`config.mk`:
```
export PLATFORM = sky130hd
export DESIGN_NAME = pulse_stretcher
export DESIGN_NICKNAME = d
export VERILOG_FILES = /design/src/rtl/pulse_pkg.sv /design/src/rtl/load_down_counter.sv /design/src/rtl/pulse_stretcher.sv
export SDC_FILE = /design/constraint.sdc
export NUM_CORES = 1
export LEC_CHECK = 0
export ABC_AREA = 1
export BUFFER_PORTS_ARGS = -buffer_cell sky130_fd_sc_hd__buf_2
export CORE_MARGIN = 8
export CORE_UTILIZATION = 30
export CTS_CLUSTER_DIAMETER = 100
export DETAILED_ROUTE_END_ITERATION = 8
export GPL_TIMING_DRIVEN = 1
export PLACE_DENSITY = 0.51
export SYNTH_ARGS = -nofsm -noshare
export SYNTH_HDL_FRONTEND = slang
export SYNTH_HIERARCHICAL = 1
export SYNTH_SLANG_ARGS = --single-unit
```
`constraint.sdc`:
```
create_clock -name Clock -period 6.65 [get_ports Clock]
set_clock_uncertainty 0.1 [all_clocks]
set_input_delay 0.3325 -clock Clock [delete_from_list [all_inputs] [get_ports Clock]]
set_output_delay 0.3325 -clock Clock [all_outputs]
set_load 0.02 [all_outputs]
```
`src/rtl/pulse_pkg.sv`:
```
// Shared definitions for the pulse-shaping blocks: FSM state encodings and default counter width.
// Latency: n/a (definitions only).
// Backpressure: n/a (definitions only).
package pulse_pkg;

    localparam int CNT_W_DEF = 8;

    typedef enum logic [1:0] {
        S_IDLE = 2'd0,
        S_HIGH = 2'd1,
        S_GAP  = 2'd2
    } state_t;

endpackage

```
`src/rtl/load_down_counter.sv`:
```
// Loadable down counter that stops at zero instead of wrapping; zero flag decoded from the register.
// Latency: load/decrement visible one cycle after the request.
// Backpressure: none; load has priority over decrement.
module load_down_counter #(
    parameter int CNT_W = 8
) (
    input  logic             clk,
    input  logic             rst_n,
    input  logic             load,
    input  logic [CNT_W-1:0] load_val,
    input  logic             en,
    output logic [CNT_W-1:0] count,
    output logic             zero
);

    localparam logic [CNT_W-1:0] ONE = {{(CNT_W-1){1'b0}}, 1'b1};

    logic [CNT_W-1:0] count_q;
    logic [CNT_W-1:0] count_d;

    // Next count: a load wins, otherwise step down while enabled and not already at zero.
    always_comb begin
        count_d = count_q;
        if (load) begin
            count_d = load_val;
        end else if (en && (count_q != '0)) begin
            count_d = count_q - ONE;
        end
    end

    // Count register with synchronous active-low reset.
    always_ff @(posedge clk) begin
        if (!rst_n) begin
            count_q <= '0;
        end else begin
            count_q <= count_d;
        end
    end

    assign count = count_q;
    assign zero  = (count_q == '0);

endmodule

```
`src/rtl/pulse_stretcher.sv`:
```
// Turns single-cycle strobes into an output level W cycles wide, followed by at least G low cycles.
// Latency: o_level rises one cycle after an accepted strobe from IDLE.
// Backpressure: none; one strobe is queued while busy, any further strobe is discarded and flagged on o_drop.
module pulse_stretcher
    import pulse_pkg::*;
#(
    parameter int CNT_W = CNT_W_DEF
) (
    input  logic             Clock,
    input  logic             Resetn,
    input  logic             i_pulse,
    input  logic [CNT_W-1:0] i_width,
    input  logic [CNT_W-1:0] i_gap,
    input  logic             i_retrig,
    output logic             o_level,
    output logic             o_busy,
    output logic             o_drop
);

    localparam logic [CNT_W-1:0] ONE = {{(CNT_W-1){1'b0}}, 1'b1};

    state_t           state_q, state_d;
    logic             pending_q, pending_d;
    logic             level_q, level_d;
    logic             busy_q, busy_d;
    logic             drop_q, drop_d;

    logic             cnt_load;
    logic [CNT_W-1:0] cnt_load_val;
    logic [CNT_W-1:0] cnt;
    logic             cnt_zero;

    // Counter reload values: a programmed width/gap of 0 behaves as 1, so W-1/G-1 bottom out at 0.
    logic [CNT_W-1:0] w_m1;
    logic [CNT_W-1:0] g_m1;
    assign w_m1 = (i_width == '0) ? '0 : (i_width - ONE);
    assign g_m1 = (i_gap   == '0) ? '0 : (i_gap   - ONE);

    load_down_counter #(
        .CNT_W (CNT_W)
    ) u_cnt (
        .clk      (Clock),
        .rst_n    (Resetn),
        .load     (cnt_load),
        .load_val (cnt_load_val),
        .en       (1'b1),
        .count    (cnt),
        .zero     (cnt_zero)
    );

    // Next-state, queue and drop decisions; counter loads happen only on phase entry or retrigger.
    always_comb begin
        state_d      = state_q;
        pending_d    = pending_q;
        drop_d       = 1'b0;
        cnt_load     = 1'b0;
        cnt_load_val = w_m1;
        case (state_q)
            S_IDLE: begin
                if (i_pulse) begin
                    state_d      = S_HIGH;
                    cnt_load     = 1'b1;
                    cnt_load_val = w_m1;
                end
            end
            S_HIGH: begin
                if (i_pulse && i_retrig) begin
                    // Restart the high time, including in its last cycle, so the level never dips.
                    cnt_load     = 1'b1;
                    cnt_load_val = w_m1;
                end else begin
                    if (i_pulse) begin
                        if (pending_q) begin
                            drop_d = 1'b1;
                        end else begin
                            pending_d = 1'b1;
                        end
                    end
                    if (cnt_zero) begin
                        state_d      = S_GAP;
                        cnt_load     = 1'b1;
                        cnt_load_val = g_m1;
                    end
                end
            end
            S_GAP: begin
                if (cnt_zero) begin
                    if (pending_q || i_pulse) begin
                        state_d      = S_HIGH;
                        cnt_load     = 1'b1;
                        cnt_load_val = w_m1;
                        pending_d    = 1'b0;
                        // Queued strobe is consumed now; a fresh one in the same cycle has nowhere to go.
                        drop_d       = pending_q && i_pulse;
                    end else begin
                        state_d = S_IDLE;
                    end
                end else if (i_pulse) begin
                    if (pending_q) begin
                        drop_d = 1'b1;
                    end else begin
                        pending_d = 1'b1;
                    end
                end
            end
            default: begin
                state_d   = S_IDLE;
                pending_d = 1'b0;
            end
        endcase
        level_d = (state_d == S_HIGH);
        busy_d  = (state_d != S_IDLE) || pending_d;
    end

    // State and registered outputs; reset discards any queued strobe and cuts an active pulse short.
    always_ff @(posedge Clock) begin
        if (!Resetn) begin
            state_q   <= S_IDLE;
            pending_q <= 1'b0;
            level_q   <= 1'b0;
            busy_q    <= 1'b0;
            drop_q    <= 1'b0;
        end else begin
            state_q   <= state_d;
            pending_q <= pending_d;
            level_q   <= level_d;
            busy_q    <= busy_d;
            drop_q    <= drop_d;
        end
    end

    assign o_level = level_q;
    assign o_busy  = busy_q;
    assign o_drop  = drop_q;

endmodule

```
# ---- After elaboration in Yosys (flattened, before gate mapping)
# Cells that the tools add are included.
# W data, S select, Z words.
dict set report totals {
  input_bits 20
  elab_cells 53
  regBits 14
  ram_bits 0
  romBits 0
  out_inout_bits 3
  memories 0
  latchBits 0
}
dict set report classes {
  n_eq_ne 3
  bitwise_logic 0
  n_mux 30
  addsub 3
  n_div 0
  magnitude_cmp 0
  n_mul 0
  shifts 0
  n_reduce_logical 11
}
# operator n
set op_table {}
lappend op_table {{$mux W8} 7}
lappend op_table {{$logic_not A8 Y1} 3}
lappend op_table {{$sub A8 B1 Y8 const B} 3}
lappend op_table {{$mux W1} 15}
lappend op_table {{$mux W2} 4}
lappend op_table {{$reduce_bool A8 Y1} 1}
lappend op_table {{$pmux W1 S3} 2}
lappend op_table {{$pmux W2 S3} 1}
lappend op_table {{$eq A2 B1 Y1 const B} 2}
lappend op_table {{$reduce_bool A2 Y1} 2}
lappend op_table {{$eq A2 B2 Y1 const B} 1}
lappend op_table {{$logic_and A1 B1 Y1} 2}
lappend op_table {{$logic_not A2 Y1} 1}
lappend op_table {{$logic_or A1 B1 Y1} 2}
lappend op_table {{$pmux W1 S2} 1}

# ---- Logic depth before layout (Yosys ltp)
# Gate-level depths: netlist (run 1).
dict set report logic_depth {
  ltp_word 6
  mapped_depth 14
  depth_no_buf 13
}

# ---- Cells and area by module
# The synthesis (run 1) kept the hierarchy.
# module area_per_inst_um2 cells_per_inst instances seq_area_each_um2
set by_module_without_submodules {}
lappend by_module_without_submodules {pulse_stretcher 853.3 154 1 120.1}
lappend by_module_without_submodules {load_down_counter 600.6 104 1 160.2}

# ---- Least setup slack after synthesis (run 1)
# OpenSTA, ideal clock, no wires.
dict set report synth_timing {
  path_type {register to register}
  startpoint {register u_cnt.count_q[0] (netlist: u_cnt/count[0])}
  endpoint {register u_cnt.count_q[1] (netlist: u_cnt/count[1])}
  synth_period_minus_slack_ps 2247
  t_arrival_ps 2034
  slack_ps 4403
  t_required_ps 6437
  path_buffers 1
  stages_incl_launch_ff 15
  setup_ps 113
  cell_sequence {dfxtp_1 inv_1 ha_1 nand2_1 nor2_1 inv_1 a21oi_1 o21ai_0 inv_1 clkbuf_1 inv_2 nand2_4 clkinv_2 nor2_1 nor2_1}
}
dict set report synth_between {
  elab_chain_len 5
  word_cells_on_any_way 13
  cone_classes {add/sub: 1; mux: 9; reduce/logical: 3}
}
# element line
set synth_rtl {}
lappend synth_rtl {{start: declaration} load_down_counter.sv:18} ;# logic [CNT_W-1:0] count_q;
lappend synth_rtl {{start signal: assignment} load_down_counter.sv:36} ;# count_q <= count_d;
lappend synth_rtl {{$logic_not A8 Y1 *} load_down_counter.sv:41} ;# assign zero = (count_q == '0);
lappend synth_rtl {{via cnt_zero} pulse_stretcher.sv:31} ;# logic cnt_zero;
lappend synth_rtl {{$mux W1} pulse_stretcher.sv:79} ;# if (cnt_zero) begin
lappend synth_rtl {{$mux W1} pulse_stretcher.sv:67} ;# if (i_pulse && i_retrig) begin
lappend synth_rtl {{$pmux W1 S3 *} pulse_stretcher.sv:58} ;# case (state_q)
lappend synth_rtl {{via cnt_load} pulse_stretcher.sv:28} ;# logic cnt_load;
lappend synth_rtl {{$mux W8 or $reduce_bool A2 Y1 (tied branches)} -}
# The timed path passes the listed nets; every way through them passes the cells marked *. The select of a mux whose other input is x is not followed.
# A chain may end at the register's enable or synchronous reset.

# ---- Worst setup path in the final report (run 1)
# Ends and elaborated chain as after synthesis.

==> results of run 1 <==
stage by stage:
| step | instances | utilization (%) | hold WS (ps) | setup WS, ps |
|---|---|---|---|---|
| after global placement | 335 | 34.85 | 393.8 | 4316 |
| final | 338 | 35.73 | 285.9 | 4187 |
| after global routing | 338 | 35.73 | 304.3 | 3906 |
| after floorplan | 260 | - | 330.1 | 4403 |
| after CTS | 338 | 35.73 | 280.0 | 4196 |
| after detailed placement | 335 | 34.85 | 380.1 | 4221 |
worst reg2reg max path: stages (launching register included):
cell      delay (ps)
dfxtp_1          310
inv_1            180
ha_1             200
nand2_1           60
nor2_1           360
inv_1            160
a21oi_1          180
o21ai_0          100
inv_1            210
inv_2            150
nand2_4          130
clkinv_2          80
nor2_1            90
nor2_1            50
Yosys cell counts:
library cell and count:
a21oi_1 5, clkbuf_1 1, clkinv_2 1, conb_1 1, dfxtp_1 14, ha_1 10
inv_1 41, inv_2 4, nand2_1 76, nand2_2 3, nand2_4 2, nand3_1 36
nand3_4 1, nand3b_1 2, nand4_1 3, nor2_1 33, nor2_2 3, nor2_4 2
nor3_1 1, o21ai_0 12, o21ai_1 1, o21bai_1 1, or2_0 1, xnor2_1 3
xor2_1 1
final cells by class:
type | count | area share (%)
Timing Repair Buffer | 22 | 6.567
Tap cell | 54 | 4.030
Inverter | 46 | 10.37
Clock buffer | 3 | 2.463
Sequential cell | 14 | 16.72
Multi-Input combinational cell | 199 | 59.85
logic make-up (layout without fill, tap and decap cells):
kind of cell               count (synthesis)  after routing  synth area share [%]
other                                      1              3                0.2579
DFF                                       14             14                 19.28
and+or+nand+nor                          163            163                 50.52
buffers and inverters                     47             71                 12.22
xor gates and xnor gates                   4              4                 2.410
adders and majority gates                 10             10                 8.606
AOI/OAI and AO/OA                         19             19                 6.712
power by group:
part | total [mW] | internal [mW] | switching, mW
clock network | 0.0694 | 0.0401 | 0.0293
registers | 0.120 | 0.102 | 0.0181
logic | 0.227 | 0.0800 | 0.147
total | 0.416 | 0.222 | 0.194
sequential cells by signal (all words and copies together) (netlist names):
register     flops
o_busy           1
o_drop           1
o_level          1
pending_q        1
state_q          2
u_cnt/count      8
metal layers:
| metal | routed length [microns] | GRT usage (%) |
|---|---|---|
| met3 | 137 | 2.197 |
| met5 | 0 | 0 |
| met1 | 1743 | 12.71 |
| met2 | 1613 | 16.85 |
| met4 | 72 | 3.822 |
path summary, 6_finish.rpt:
kind / start / to / slack (ps) / cells after the start
hold reg to reg: u_cnt/count[0] / u_cnt/count[0] / 390 / 2
setup / recovery: u_cnt/count[0] / u_cnt/count[1] / 4190 / 13
hold / removal: Resetn / u_cnt/count[5] / 290 / 3
setup reg to reg: u_cnt/count[0] / u_cnt/count[1] / 4190 / 13
==> key figures, run 1 <==
Detailed routing
  • Drt pass-1 iters: 4
  • WL final: 3.566 mm
  • Remaining DRCs: 0
  • Routed vias: 1562
  • Via density: 4.621
  • Average routed wire per standard cell: 10.55 microns
  • Antenna viol nets, final: 0
  • DR iter-0 viols: 51

Critical path
  • Startpoint Class: register
  • Critical Path RT: 6690 ps
  • CP Max Fanout: 10
  • Delay-heaviest family, CP: buffers and inverters
  • CP Cell Sequence: inv_1, ha_1, nand2_1, nor2_1, inv_1, a21oi_1, o21ai_0, inv_1, inv_2, nand2_4, clkinv_2, nor2_1, nor2_1
  • Max stage delay cell, worst path: nor2_1
  • CP max stage delay: 360 ps
  • Crit end category: register
  • Crit path buffers/inverters: 5
  • WS Path Type: register to register
  • Critical Path AT: 2500 ps

Synth
  • Cell count after synthesis: 258
  • Ys Warns: 6
  • Average size of a mapped cell: 5.635 sq um
  • Dominant cell type by area after synthesis: nand2_1
  • Unique masters post-synth: 25
  • Synthesized flop and latch total: 14
  • Synth top area cells: nand2_1 (20%), dfxtp_1 (19%), nand3_1 (12%)
  • Yosys top cell area share: 19.62%
  • Syn Std Cell Area: 1454 sq um
  • Register area share after synthesis: 19.28%

STA
  • Final Cycle Share: 37.04%
  • FMAX: 406.0 MHz
  • Tmin final: 2463 ps
  • Max-slew violations: 0
  • Setup TNS: 0 ps
  • Setup violators final: 0
  • Final hold viol count: 0
  • RSZ-0062 raised after global routing: no

Die
  • I/O Pins: 23
  • Die area: 7330 sq um
  • Die H: 85.62 microns
  • Std-Cell Rows: 25
  • Die Span X: 85.62 microns
  • Initial Util: 30.99%
  • Total core area: 4692 sq um

Clock network
  • Cts hold-fix bufs: 0
  • H-tree Lvls: 1
  • Total CTS buffers: 3
  • Post-cts repair resize count: 0
  • CTS tree: yes
  • Clock Latency Late Sink: 250 ps
  • Clock Tree Buf Depth: 2
  • Worst-path clk slew: 60 ps
  • Post-CTS setup buffer count: 0
  • CTS sink cnt: 14
  • Root Driver: clkbuf_8

Layout
  • Area grow syn2layout: 15.32%
  • Reg area: 280.3 sq um
  • Ant diodes: 0
  • Multi-input gate area: 1003 sq um
  • Commonest non-fill, non-tap cell in the layout: nand2_1
  • Most frequent cells in the layout: nand2_1 (76), inv_1 (41), nand3_1 (36)
  • Final net count: 316
  • Layout cell share with drive strength beyond 1: 14.44%
  • FILL cells: 521
  • Design area: 1677 sq um

Place
  • Global placer's final weighted congestion: 0.8706
  • Input/output buffers: 22
  • Cell Area, Placed: 1635 sq um
  • Post-DP HPWL: 3.022 mm

Global routing
  • Gr usage total: 10.25%
  • Initial antenna violation count: 0
  • Vias in the first global route: 1532
  • Largest net degree at the start of global routing: 11
  • Total grt overflow: 0
  • First-pass GRT wire length: 6.313 mm

Min path
  • Min-delay worst type: input pin to register

Flow run
  • Max Cap Viol: 0

Power and ir drop
  • Lkg Pwr: 0.9494 nW
  • Power per cell area: 248.3 nW/um^2
  • Tot Pwr: 416.3 uW
  • Worst vdd ir: 0.1299 mV

Outcome
  • Outcome: complete, no violations
(Power assumes the default switching activity.)
==> run 2, diff against run 1 <==
Settings changed: PLACE_DENSITY 0.51 to 0.52.
Clock period 6.65 ns to 2.1 ns, I/O delays scaled along.
==> key figures, run 2 (synthesized netlist as in run 1, its figures left out) <==
Outcome
  • Outcome: complete, no violations

Global routing
  • Largest net degree at the start of global routing: 11 (unchanged)
  • Vias in the first global route: 1472 (-3.9%)
  • First-pass GRT wire length: 6.341 mm (+0.44%)
  • Total grt overflow: 0 (unchanged)
  • Gr usage total: 10.39% (+0.15 points)
  • Initial antenna violation count: 0 (unchanged)

Layout
  • Largest register FFs: 8 (unchanged)
  • Ant diodes: 0 (unchanged)
  • Area grow syn2layout: 19.71%
  • Most frequent cells in the layout: nand2_1 (76), inv_1 (40), nand3_1 (36)
  • Final net count: 320 (+1.3%)
  • Commonest non-fill, non-tap cell in the layout: nand2_1
  • Layout cell share with drive strength beyond 1: 17.30% (+2.9 points)
  • Post-layout util: 37.09% (+1.4 points)
  • FILL cells: 516 (-0.96%)

Flow run
  • Max Cap Viol: 0 (unchanged)

STA
  • Tmin final: 1916 ps (-546.9 ps)
  • Setup violators final: 0 (unchanged)
  • Setup WS post-layout: 183.7 ps (-4003 ps)
  • Final Cycle Share: 91.25% (+54 points)
  • FMAX: 521.8 MHz (+29%)
  • RSZ-0062 raised after global routing: no
  • Max-slew violations: 0 (unchanged)
  • Setup TNS: 0 ps (unchanged)
  • Final hold viol count: 0 (unchanged)

Die
  • I/O Pins: 23 (unchanged)
  • Std-Cell Rows: 25 (unchanged)
  • Die H: 85.62 microns (unchanged)
  • Die area: 7330 sq um (unchanged)
  • Initial Util: 30.99% (unchanged)
  • Die Span X: 85.62 microns (unchanged)
  • Total core area: 4692 sq um (unchanged)

Clock network
  • Clock Latency Late Sink: 250 ps (about the same)
  • CTS sink cnt: 14 (unchanged)
  • Total CTS buffers: 3 (unchanged)
  • CTS tree: yes
  • Clock Tree Buf Depth: 2 (unchanged)
  • Worst-path clk slew: 70 ps (about the same)
  • Root Driver: clkbuf_8
  • H-tree Lvls: 1 (unchanged)

Min path
  • Hold_sp: Resetn
  • Hold Path Depth: 3 (unchanged)
  • Hold Path End: u_cnt/count[6]
  • Min-delay worst type: input pin to register

Place
  • Global placer's final weighted congestion: 0.8202 (-5.8%)
  • Setup WS pre-CTS: 115.3 ps (-4106 ps)
  • Post-DP HPWL: 2.964 mm (-1.9%)
  • Input/output buffers: 22 (unchanged)

Detailed routing
  • WL final: 3.564 mm (about the same)
  • Routed vias: 1540 (-1.4%)
  • Average routed wire per standard cell: 10.39 microns (-1.5%)
  • Via density: 4.490 (-2.8%)
  • Drt pass-1 iters: 5 (+1)
  • DR iter-0 viols: 63 (+24%)
  • Antenna viol nets, final: 0 (unchanged)
  • Remaining DRCs: 0 (unchanged)

Critical path
  • Startpoint Class: register
  • WS Path Type: register to register
  • Crit end category: register
  • Critical Path RT: 2170 ps (-4520 ps)
  • FF-to-FF End: u_cnt/count[0]
  • Reg2Reg Setup Slack: 180 ps (-4000 ps)
  • Critical Path AT: 1990 ps (-510 ps)
  • CP Max Fanout: 6 (-4)
  • Worst R2R Path Depth: 9 (-4)
  • Worst r2r src: u_cnt/count[4]

Power and ir drop
  • Lkg Pwr: 0.9773 nW (+2.9%)
  • Power per cell area: 824.1 nW/um^2 (+230%)
  • Worst vdd ir: 0.2381 mV (+83%)
## run 2: cell type report
class / instances / area (sq um) / area share (%)
multi-input combinational: 199 / 1017 / 58.45
sequential: 14 / 280.3 / 16.10
inverter: 46 / 176.4 / 10.14
timing repair buffer: 26 / 143.9 / 8.267
tap: 54 / 67.56 / 3.882
clock buffer: 4 / 55.05 / 3.163
## run 2: stage by stage
step | total power [mW] | hold slack [ps] | instances | instance area [sq um]
4_1_cts | 1.421 | 39.08 | 343 | 1723
6_report | 1.434 | 49.46 | 343 | 1740
3_3_place_gp | 1.150 | 318.0 | 339 | 1668
5_1_grt | 1.584 | 65.77 | 343 | 1740
3_5_place_dp | 1.131 | 315.1 | 339 | 1668
2_1_floorplan | 0.9348 | 102.6 | 260 | 1465
## run 2: metal layers
layer | GRT usage [%] | vias to the layer above | share of wire, %
met1 | 13.17 | 636 | 50
met4 | 2.866 | 0 | 0.87
met5 | 0 | - | 0
met3 | 2.388 | 2 | 4.0
met2 | 17.07 | 40 | 45
li1 | - | 862 | -
## run 2: timing repair
item | in CTS | in global routing
endpoints found under the setup margin | 0 | 8
setup buffers | 0 | 0
hold buffers | 0 | 0
endpoints found under the hold margin | 0 | 0
gates resized for setup | 0 | 9
## run 2: worst max-delay path, stage by stage, from the launching register on
cell	delay [ps]
dfxtp_1	350
nor2_2	180
nand2_2	100
nor2_4	190
nand3_4	120
nor2_4	200
inv_2	60
o21ai_0	220
o21ai_0	130
nor3_1	190
## run 2: worst max-delay path by stage
stage | startpoint | to | slack, ps | depth (start not counted)
floorplan | u_cnt/count[0] | u_cnt/count[1] | 90 | 14
global placement | u_cnt/count[4] | u_cnt/count[2] | 130 | 12
detailed placement | u_cnt/count[4] | u_cnt/count[2] | 120 | 12
CTS | u_cnt/count[4] | u_cnt/count[2] | 90 | 12
global route | u_cnt/count[4] | u_cnt/count[0] | 20 | 9
finish | u_cnt/count[4] | u_cnt/count[0] | 180 | 9
## run 2: report_power, final
part | switching, mW | total, mW | internal (mW)
logic | 0.491 | 0.786 | 0.295
registers | 0.0491 | 0.371 | 0.322
clock network | 0.111 | 0.277 | 0.166
==> run 3, diff against run 2 <==
Settings changed: PLACE_DENSITY 0.52 to 0.51.
Clock period 2.1 ns to 1.9 ns, I/O delays scaled along.
==> key figures, run 3 (synthesized netlist as in run 1, its figures left out) <==
Outcome
  • Outcome: complete, no violations

Place
  • Post-DP HPWL: 3.080 mm (+3.9%)
  • Setup WS pre-CTS: 43.66 ps (-71.63 ps)
  • Cell Area, Placed: 1730 sq um (+3.8%)
  • Global placer's final weighted congestion: 0.8690 (+5.9%)
  • Input/output buffers: 22 (unchanged)

Clock network
  • CTS tree: yes
  • Total CTS buffers: 3 (unchanged)
  • Clock Latency Late Sink: 250 ps (about the same)
  • Clock Tree Buf Depth: 2 (unchanged)
  • Worst-path clk slew: 60 ps (about the same)
  • H-tree Lvls: 1 (unchanged)
  • CTS sink cnt: 14 (unchanged)
  • Cts hold-fix bufs: 0 (unchanged)
  • Root Driver: clkbuf_8

STA
  • Final Cycle Share: 97.78% (+6.5 points)
  • Tmin final: 1858 ps (-58.52 ps)
  • FMAX: 538.3 MHz (+3.2%)
  • Setup TNS: 0 ps (unchanged)
  • Max-slew violations: 0 (unchanged)
  • Setup WS post-layout: 42.19 ps (-141.5 ps)
  • RSZ-0062 raised after global routing: yes
  • Final hold viol count: 0 (unchanged)
  • Setup violators final: 0 (unchanged)

Global routing
  • First-pass GRT wire length: 6.251 mm (-1.4%)
  • Largest net degree at the start of global routing: 11 (unchanged)
  • Initial antenna violation count: 0 (unchanged)
  • Total grt overflow: 0 (unchanged)
  • Gr usage total: 10.30% (-0.091 points)
  • Vias in the first global route: 1465 (-0.48%)

Layout
  • Post-layout util: 40.35% (+3.3 points)
  • Ant diodes: 0 (unchanged)
  • Design area: 1893 sq um (+8.8%)
  • Largest register FFs: 8 (unchanged)
  • Final net count: 331 (+3.4%)
  • FILL cells: 517 (+0.19%)
  • Most frequent cells in the layout: nand2_1 (73), inv_1 (37), nor2_1 (31)
  • Commonest non-fill, non-tap cell in the layout: nand2_1
  • Area grow syn2layout: 30.21%
  • Layout cell share with drive strength beyond 1: 26.33% (+9.0 points)

Critical path
  • Crit end category: register
  • CP Max Fanout: 5 (-1)
  • Crit path buffers/inverters: 3 (+2)
  • Delay-heaviest family, CP: simple AND/OR/NAND/NOR gates
  • CP Cell Sequence: inv_2, ha_4, nand2_4, nor2_4, nand2_2, o21ai_2, o21ai_1, inv_2, clkinvlp_4, nand3_2, nand2_1, nand2_1, a21oi_1
  • Startpoint Class: register
  • Max stage delay cell, worst path: dfxtp_2
  • CP max stage delay: 330 ps (-20 ps)
  • Critical Path RT: 1940 ps (-230 ps)
  • Critical Path AT: 1900 ps (-90 ps)
  • WS Path Type: register to register

Detailed routing
  • WL final: 3.866 mm (+8.5%)
  • Via density: 4.492 (about the same)
  • Antenna viol nets, final: 0 (unchanged)
  • DR iter-0 viols: 81 (+29%)
  • Remaining DRCs: 0 (unchanged)
  • Drt pass-1 iters: 4 (-1)
  • Average routed wire per standard cell: 10.92 microns (+5.1%)
  • Routed vias: 1590 (+3.2%)

Die
  • Initial Util: 30.99% (unchanged)
  • Die Span X: 85.62 microns (unchanged)
  • Total core area: 4692 sq um (unchanged)
  • Die area: 7330 sq um (unchanged)
  • I/O Pins: 23 (unchanged)
  • Die H: 85.62 microns (unchanged)
  • Std-Cell Rows: 25 (unchanged)

Power and ir drop
  • Lkg Pwr: 1.051 nW (+7.6%)
  • Switching pwr: 809.4 uW (+24%)
  • Seq pwr share: 22.9% (-3.0 points)
  • Power per cell area: 943.0 nW/um^2 (+14%)
  • Clock network power share: 16.8% (-2.5 points)
  • Worst vdd ir: 0.2630 mV (+10%)
  • Internal Power: 975.7 uW (+24%)
  • Sw frac: 45.34% (about the same)
  • Gate power share: 60.3% (+5.5 points)

Flow run
  • Max Cap Viol: 0 (unchanged)

Min path
  • Min-delay worst type: input pin to register
-- run 3: worst paths after layout --
| check | endpoint | startpoint | slack, ps | depth (start not counted) |
|---|---|---|---|---|
| worst max-delay path | u_cnt/count[4] | u_cnt/count[1] | 40 | 13 |
| worst min-delay path | u_cnt/count[5] | Resetn | 40 | 3 |
| worst max register to register | u_cnt/count[4] | u_cnt/count[1] | 40 | 13 |
| worst min register to register | u_cnt/count[0] | u_cnt/count[0] | 420 | 2 |
-- run 3: repair_timing --
action,4_1_cts,5_1_grt
resized for setup,0,32
endpoints found under the hold margin,0,0
endpoints found under the setup margin,0,8
buffers inserted,0,2
-- run 3: metal layers --
layer / up-vias / track usage, % / wire [microns]
met3: 4 / 1.815 / 138
met5: - / 0 / 0
met1: 671 / 13.91 / 1906
met2: 31 / 16.01 / 1775
li1: 884 / - / -
met4: 0 / 3.344 / 44
-- run 3: worst reg2reg max path: stages, from the launching register on --
cell and delay [ps]:
dfxtp_2 330, inv_2 80, ha_4 140, nand2_4 60, nor2_4 200, nand2_2 80, o21ai_2 110, o21ai_1 90
inv_2 130, clkinvlp_4 190, nand3_2 90, nand2_1 40, nand2_1 50, a21oi_1 60
-- run 3: per-stage QoR --
| step | hold WS [ps] | cells | total power [mW] |
|---|---|---|---|
| finish | 42.97 | 354 | 1.785 |
| global route | 38.01 | 354 | 1.959 |
| CTS | 38.89 | 350 | 1.658 |
| detailed placement | 309.6 | 346 | 1.350 |
| global placement | 302.1 | 346 | 1.358 |
| floorplan | 92.63 | 260 | 1.056 |
-- run 3: power groups by stage --
stage / Sequential (mW) / Clock [mW] / Combinational [mW]
after floorplan: 0.423 / 0 / 0.632
after CTS: 0.404 / 0.311 / 0.944
after detailed placement: 0.410 / 0 / 0.940
final: 0.409 / 0.300 / 1.08
after global routing: 0.419 / 0.330 / 1.21
after global placement: 0.409 / 0 / 0.948
-- run 3: final cells by class --
| class | count | area (sq um) | area share, % |
|---|---|---|---|
| multi-input combinational | 199 | 1085 | 57.30 |
| inverter | 46 | 177.7 | 9.385 |
| timing repair buffer | 36 | 216.5 | 11.43 |
| sequential | 14 | 284.0 | 15.00 |
| tap | 54 | 67.56 | 3.569 |
| timing repair inverter | 1 | 7.507 | 0.3966 |
| clock buffer | 4 | 55.05 | 2.908 |
